--- config.mk ---
export PLATFORM = sky130hd
export DESIGN_NAME = mem_arb
export DESIGN_NICKNAME = d
export VERILOG_FILES = /design/src/rtl/mem_pkg.sv /design/src/rtl/mem_arb_age_cnt.sv /design/src/rtl/mem_arb.sv
export SDC_FILE = /design/constraint.sdc
export NUM_CORES = 1
export LEC_CHECK = 0
export BUFFER_PORTS_ARGS = -buffer_cell sky130_fd_sc_hd__buf_2
export CAP_MARGIN = 20
export CORE_ASPECT_RATIO = 1.2
export CORE_UTILIZATION = 46
export CTS_CLUSTER_SIZE = 16
export DETAILED_ROUTE_END_ITERATION = 6
export PLACE_DENSITY = 0.89
export SLEW_MARGIN = 20
export SYNTH_ARGS = -nofsm -noshare
export SYNTH_HDL_FRONTEND = slang
export SYNTH_SLANG_ARGS = --single-unit
--- constraint.sdc ---
create_clock -name clk -period 5 [get_ports clk]
set_input_delay 0.75 -clock clk [delete_from_list [all_inputs] [get_ports clk]]
set_output_delay 0.75 -clock clk [all_outputs]
set_load 0.01 [all_outputs]
--- src/rtl/mem_pkg.sv ---
// mem_pkg: load/store encodings, owner tag, stage-M payload and alignment check shared by mem_arb.
package mem_pkg;
   localparam logic [2:0] RD_NONE = 3'b000, RD_LB = 3'b001, RD_LBU = 3'b010, RD_LH = 3'b011, RD_LHU = 3'b100, RD_LW = 3'b101;
   localparam logic [1:0] WR_NONE = 2'b00, WR_B = 2'b01, WR_H = 2'b10, WR_W = 2'b11;
   localparam int AGE_W = 4;
   typedef enum logic {OWN_I, OWN_D} owner_e;
   typedef struct packed {
      logic       vld;
      owner_e     own;
      logic       err;
      logic [2:0] rd;
      logic [1:0] wr;
      logic [31:0] din;
   } stage_t;
   function automatic logic misaligned(input logic [2:0] rd, input logic [1:0] wr, input logic [1:0] a);
      return ((rd == RD_LW || wr == WR_W) && a != 2'b00) || ((rd == RD_LH || rd == RD_LHU || wr == WR_H) && a[0]);
   endfunction
endpackage

--- src/rtl/mem_arb_age_cnt.sv ---
// arb_age_cnt: saturating count of cycles the fetch side has lost; flip hands priority to fetch.
module arb_age_cnt
   import mem_pkg::*;
#(
   parameter int MAX = 4
) (
   input  logic clk,
   input  logic rst,
   input  logic inc,
   input  logic clr,
   output logic flip
);
   logic [AGE_W-1:0] cnt_q, cnt_d;
   always_comb cnt_d = clr ? '0 : (inc && cnt_q != AGE_W'(MAX)) ? cnt_q + 1'b1 : cnt_q;
   always_ff @(posedge clk or posedge rst) begin
      if (rst) cnt_q <= '0;
      else cnt_q <= cnt_d;
   end
   assign flip = cnt_q >= AGE_W'(MAX);
endmodule

--- src/rtl/mem_arb.sv ---
// mem_arb: two-requester (fetch/data) arbiter and 2-stage sequencer for a single memory port.
// Optional MEM_ARB_PERF_EN adds stall and access counters.
module mem_arb
   import mem_pkg::*;
#(
   parameter int STARVE_MAX = 4,
   parameter int AW         = 32
) (
   input  logic          clk,
   input  logic          rst,
   input  logic          i_req,
   input  logic [AW-1:0] i_addr,
   output logic          i_gnt,
   output logic          i_rvalid,
   output logic [31:0]   i_rdata,
   input  logic          d_req,
   input  logic [AW-1:0] d_addr,
   input  logic [2:0]    d_rd_ctrl,
   input  logic [1:0]    d_wr_ctrl,
   input  logic [31:0]   d_wdata,
   output logic          d_gnt,
   output logic          d_rvalid,
   output logic [31:0]   d_rdata,
   output logic          d_err,
   output logic [AW-1:0] m_addr,
   output logic [2:0]    m_rd_ctrl,
   output logic [1:0]    m_wr_ctrl,
   output logic [31:0]   m_din,
   input  logic [31:0]   m_dout
`ifdef MEM_ARB_PERF_EN
  ,output logic [31:0]   perf_i_stall,
   output logic [31:0]   perf_d_stall,
   output logic [31:0]   perf_acc
`endif
);
   stage_t        st_q, st_d;
   logic [AW-1:0] addr_q, addr_d;
   logic          i_rvalid_q, i_rvalid_d, d_rvalid_q, d_rvalid_d, d_err_q, d_err_d;
   logic [31:0]   i_rdata_q, i_rdata_d, d_rdata_q, d_rdata_d, rdata;
   logic          starve, mis;

   arb_age_cnt #(.MAX(STARVE_MAX)) u_age (
      .clk  (clk),
      .rst  (rst),
      .inc  (i_req & ~i_gnt),
      .clr  (~i_req | i_gnt),
      .flip (starve)
   );

   assign d_gnt = d_req & (~starve | ~i_req);
   assign i_gnt = i_req & ~d_gnt;

   always_comb begin
      mis = misaligned(d_rd_ctrl, d_wr_ctrl, d_addr[1:0]);
      st_d = '0;
      addr_d = addr_q;
      if (i_gnt) begin
         st_d.vld = 1'b1;
         st_d.own = OWN_I;
         st_d.rd = RD_LW;
         addr_d = i_addr;
      end else if (d_gnt) begin
         st_d.vld = 1'b1;
         st_d.own = OWN_D;
         st_d.err = mis;
         st_d.rd = mis ? RD_NONE : d_rd_ctrl;
         st_d.wr = mis ? WR_NONE : d_wr_ctrl;
         st_d.din = (mis || d_wr_ctrl == WR_NONE) ? '0 : d_wdata;
         addr_d = d_addr;
      end
      // Read data is sampled before the write commits, so a read-modify access returns the old word.
      rdata = st_q.rd != RD_NONE ? m_dout : '0;
      i_rvalid_d = st_q.vld && st_q.own == OWN_I;
      d_rvalid_d = st_q.vld && st_q.own == OWN_D;
      i_rdata_d = i_rvalid_d ? rdata : '0;
      d_rdata_d = d_rvalid_d ? rdata : '0;
      d_err_d = d_rvalid_d && st_q.err;
   end

   always_ff @(posedge clk or posedge rst) begin
      if (rst) begin
         st_q <= '0;
         addr_q <= '0;
         i_rvalid_q <= 1'b0;
         d_rvalid_q <= 1'b0;
         i_rdata_q <= '0;
         d_rdata_q <= '0;
         d_err_q <= 1'b0;
      end else begin
         st_q <= st_d;
         addr_q <= addr_d;
         i_rvalid_q <= i_rvalid_d;
         d_rvalid_q <= d_rvalid_d;
         i_rdata_q <= i_rdata_d;
         d_rdata_q <= d_rdata_d;
         d_err_q <= d_err_d;
      end
   end

   assign m_addr = addr_q;
   assign m_rd_ctrl = st_q.rd;
   assign m_wr_ctrl = st_q.wr;
   assign m_din = st_q.din;
   assign i_rvalid = i_rvalid_q;
   assign i_rdata = i_rdata_q;
   assign d_rvalid = d_rvalid_q;
   assign d_rdata = d_rdata_q;
   assign d_err = d_err_q;

`ifdef MEM_ARB_PERF_EN
   logic [31:0] i_stall_q, i_stall_d, d_stall_q, d_stall_d, acc_q, acc_d;
   always_comb begin
      i_stall_d = i_stall_q + 32'(i_req & ~i_gnt);
      d_stall_d = d_stall_q + 32'(d_req & ~d_gnt);
      acc_d = acc_q + 32'(i_gnt | d_gnt);
   end
   always_ff @(posedge clk or posedge rst) begin
      if (rst) begin
         i_stall_q <= '0;
         d_stall_q <= '0;
         acc_q <= '0;
      end else begin
         i_stall_q <= i_stall_d;
         d_stall_q <= d_stall_d;
         acc_q <= acc_d;
      end
   end
   assign perf_i_stall = i_stall_q;
   assign perf_d_stall = d_stall_q;
   assign perf_acc = acc_q;
`endif
endmodule

==> Implementation_results.wiki <==
{| class="wikitable"
! Metric !! Value
|-
| Outcome || completed
|-
| Clock tree from TritonCTS || done
|-
| Largest driver fanout on the critical path || 36
|-
| Core Area || 0.0117 mm2
|-
| Final Hold Fails || 0
|-
| Standard-cell row count || 43
|-
| Total DRC errors in the routed layout || 0
|-
| Post-layout min period || 2.74 ns
|-
| Fraction of final layout cells sized beyond drive strength 1 || 45.7%
|-
| Hold Path Class || flip-flop to flip-flop
|-
| Peak supply drop || 0.000192 V
|-
| Net count reported at finish || 819
|-
| Global-route wire length before repair || 20,000 um
|-
| Overall Power || 0.00283 W
|-
| Net switching fraction of the power || 26.2%
|-
| Maximum root-to-sink buffer count || 2
|-
| Num CTS Buffers || 17
|-
| Register bit count reported by yosys || 143
|-
| RSZ-0062 raised after global routing || no
|-
| Internal reg-to-reg setup slack || 3.32 ns
|-
| Final HPWL from detailed placement || 9430 um
|-
| Count of pins over their slew limit || 0
|-
| Ant. Diodes || 0
|-
| Kind of start point of the critical path || flip-flop
|-
| Power per cell area || 388 mW/mm2
|-
| Post-Route WL || 12,900 um
|-
| Starting utilization of the core area || 47.5%
|-
| Share of power burned in combinational logic || 11.9%
|-
| Gates resized, CTS repair || 0
|-
| Post-synth net total || 586
|-
| Max Clock Freq || 365 MHz
|-
| Library cells used by synthesis || 32
|-
| CP bufs+invs || 1
|-
| Area growth from synthesis to layout || 31.7%
|-
| Max-capacitance violation count || 0
|-
| Part of the total power dissipated in sequential elements || 44.5%
|-
| Part of the Yosys area used for sequential elements || 64.6%
|-
| CTS sink cnt || 143
|-
| Clock transition at the register clock pins on the worst setup and hold paths after CTS || 0.06 ns
|-
| Cell-internal power || 0.00209 W
|-
| Mean post-synth cell area || 12.4 um2
|-
| Final period util || 54.7%
|-
| Overflow left after global routing || 0
|-
| Via count of the first global-routing pass || 4,189
|-
| Cell class contributing the biggest share of worst-path delay || compound AO/OA/AOI/OAI gates
|-
| Part of the power in the clock network || 43.6%
|-
| Fill cell total of the finished layout || 925
|-
| Number of input and output port buffers inserted || 274
|-
| Netlist Area Pre-Place || 0.00554 mm2
|-
| Most used flip-flop cell after synthesis || sky130_fd_sc_hd__dfrtp_1
|-
| Worst path arrival time || 1.99 ns
|-
| Leakage power total || 4.04 nW
|-
| Post-synthesis cell type with the largest combined area || sky130_fd_sc_hd__dfrtp_1
|-
| Number of nets still failing antenna checks after routing || 0
|-
| Ys Warns || 0
|-
| H-tree depth || 4
|-
| Die area || 0.0125 mm2
|-
| Number of synthesized flops with an enable pin || 0
|-
| Kind of end point of the critical path || primary output
|-
| Synthesized netlist cell count || 447
|-
| Actual slew at the worst max-slew pin || 1.01 ns
|-
| Fin Setup TNS || 0 ns
|-
| Average detailed-routed wire length per instance || 15.2 um
|-
| Sw Pwr || 0.000744 W
|-
| Worst-path cell with the longest stage delay || sky130_fd_sc_hd__a21boi_4
|-
| Final weighted congestion in routability-driven placement || 0.762
|-
| Slew Limit Headroom || 32.9%
|-
| Cell with the most instances after synthesis || sky130_fd_sc_hd__dfrtp_1
|-
| CP required || 4.25 ns
|-
| Post-detailed-route via-to-cell ratio || 4.87
|-
| Cell types with the highest counts after synthesis || 143 x sky130_fd_sc_hd__dfrtp_1, 98 x sky130_fd_sc_hd__and2_1, 41 x sky130_fd_sc_hd__buf_4, 35 x sky130_fd_sc_hd__nor3_1, 33 x sky130_fd_sc_hd__nand2_1
|-
| Total I/O pin count || 275
|-
| Post-synth ARST share || 100%
|-
| Clock Latency Late Sink || 0.41 ns
|-
| Number of antenna violations at the first check in global routing || 0
|-
| Placed instance area || 0.00671 mm2
|-
| Chip width || 102 um
|-
| Final standard cell area without fillers || 0.00730 mm2
|-
| Overall fraction of global-route tracks in use || 21.1%
|-
| Via count || 4,139
|-
| Fraction of post-synthesis cell area in the top cell type by area || 64.6%
|-
| Kind of critical path || flip-flop to primary output
|-
| Count of TritonRoute iterations in the first routing pass || 4
|-
| Die Y || 122 um
|-
| Maximum number of pins on one net before global-route repair || 97
|-
| Critical path, cell by cell || nor2_1 -> a21boi_4 -> buf_2
|-
| # Post-CTS Setup Buffers || 0
|-
| Number of buffers inserted by hold repair at cts || 0
|-
| Delay of the slowest cell on the worst path || 0.77 ns
|-
| Cell at the root of the clock tree || sky130_fd_sc_hd__clkbuf_16
|-
| Setup violators final || 0
|-
| Dominant cells by area after synthesis || sky130_fd_sc_hd__dfrtp_1 65%, sky130_fd_sc_hd__and2_1 11%, sky130_fd_sc_hd__a221o_1 5.8%
|-
| Detailed Route Iter0 Violations || 219
|-
| Clock tree skew after final layout || 0.00855 ns
|}
[cell type report]
type | count | area, um2 | area share (%)
Clock buffer | 17 | 425 | 5.83
Clock inverter | 15 | 164 | 2.25
Inverter | 9 | 38.8 | 0.531
Multi-Input combinational cell | 232 | 1500 | 20.5
Sequential cell | 143 | 3580 | 49.0
Tap cell | 157 | 196 | 2.69
Timing Repair Buffer | 277 | 1400 | 19.2
[worst paths after layout]
path                                      from             end  cells after the start
worst max-delay path            u_age.cnt_q[3]           i_gnt                      3
worst min-delay path            u_age.cnt_q[0]  u_age.cnt_q[0]                      1
worst max register to register  u_age.cnt_q[3]      m_addr[16]                      3
worst min register to register  u_age.cnt_q[0]  u_age.cnt_q[0]                      1
max in group asynchronous                  rst      m_addr[16]                      3
min in group asynchronous                  rst      d_rdata[0]                      2
[through the flow]
| stage | std cells | utilization, % | worst slack (ns) | hold WS (ns) |
|---|---|---|---|---|
| after global routing | 850 | 62.5 | 2.15 | 0.494 |
| final | 850 | 62.5 | 2.26 | 0.468 |
| after detailed placement | 818 | 57.5 | 2.27 | 0.463 |
| after global placement | 817 | 57.3 | 2.34 | 0.444 |
| after floorplan | 447 | - | 0.412 | 0.418 |
| after CTS | 850 | 62.5 | 2.24 | 0.471 |
[cells by family after synthesis]
| group | after synthesis | share of synthesized area (%) |
|---|---|---|
| and+or+nand+nor | 185 | 18.5 |
| other | 1 | 0.0677 |
| AOI/OAI and AO/OA | 43 | 7.65 |
| buffers and inverters | 72 | 8.60 |
| DFF | 143 | 64.6 |
| adders and majority gates | 2 | 0.451 |
| muxes | 1 | 0.181 |
[routing by layer]
metal,vias up,global-route usage (%),routed length [um]
met2,209,35.3,6570
li1,1925,-,-
met3,25,5.52,941
met5,-,0,0
met1,1980,25.5,5110
met4,0,9.29,307
[flip-flops by register name, summed over array words and instances, names as in the netlist]
name,cells
d_err,1
i_rvalid,1
u_age.cnt_q,4
m_addr,32
st_q,3
m_din,32
i_rdata,32
d_rdata,32
m_wr_ctrl,2
d_rvalid,1
m_rd_ctrl,3
[power groups by stage]
stage | clock network [W] | registers, W | logic (W)
global placement | 0 | 0.00128 | 0.000327
finish | 0.00124 | 0.00126 | 0.000337
detailed placement | 0 | 0.00128 | 0.000342
floorplan | 0 | 0.00131 | 0.000166
CTS | 0.00126 | 0.00126 | 0.000342
global route | 0.00131 | 0.00127 | 0.000373
[placed cells by master, fill, tap and decap left out, types with 3 or more instances in the layout]
master | synthesis | routed
sky130_fd_sc_hd__nand2_1 | 33 | 33
sky130_fd_sc_hd__nand3_1 | 3 | 3
sky130_fd_sc_hd__and2_1 | 98 | 98
sky130_fd_sc_hd__clkbuf_16 | 0 | 17
sky130_fd_sc_hd__nor3_1 | 35 | 35
sky130_fd_sc_hd__buf_2 | 6 | 274
sky130_fd_sc_hd__nor2_1 | 5 | 5
sky130_fd_sc_hd__inv_6 | 0 | 7
sky130_fd_sc_hd__clkinvlp_4 | 0 | 3
sky130_fd_sc_hd__inv_8 | 0 | 3
sky130_fd_sc_hd__inv_1 | 9 | 8
sky130_fd_sc_hd__a221o_1 | 32 | 32
sky130_fd_sc_hd__dfrtp_1 | 143 | 143
No activity file was read; power rests on OpenSTA's default activity.
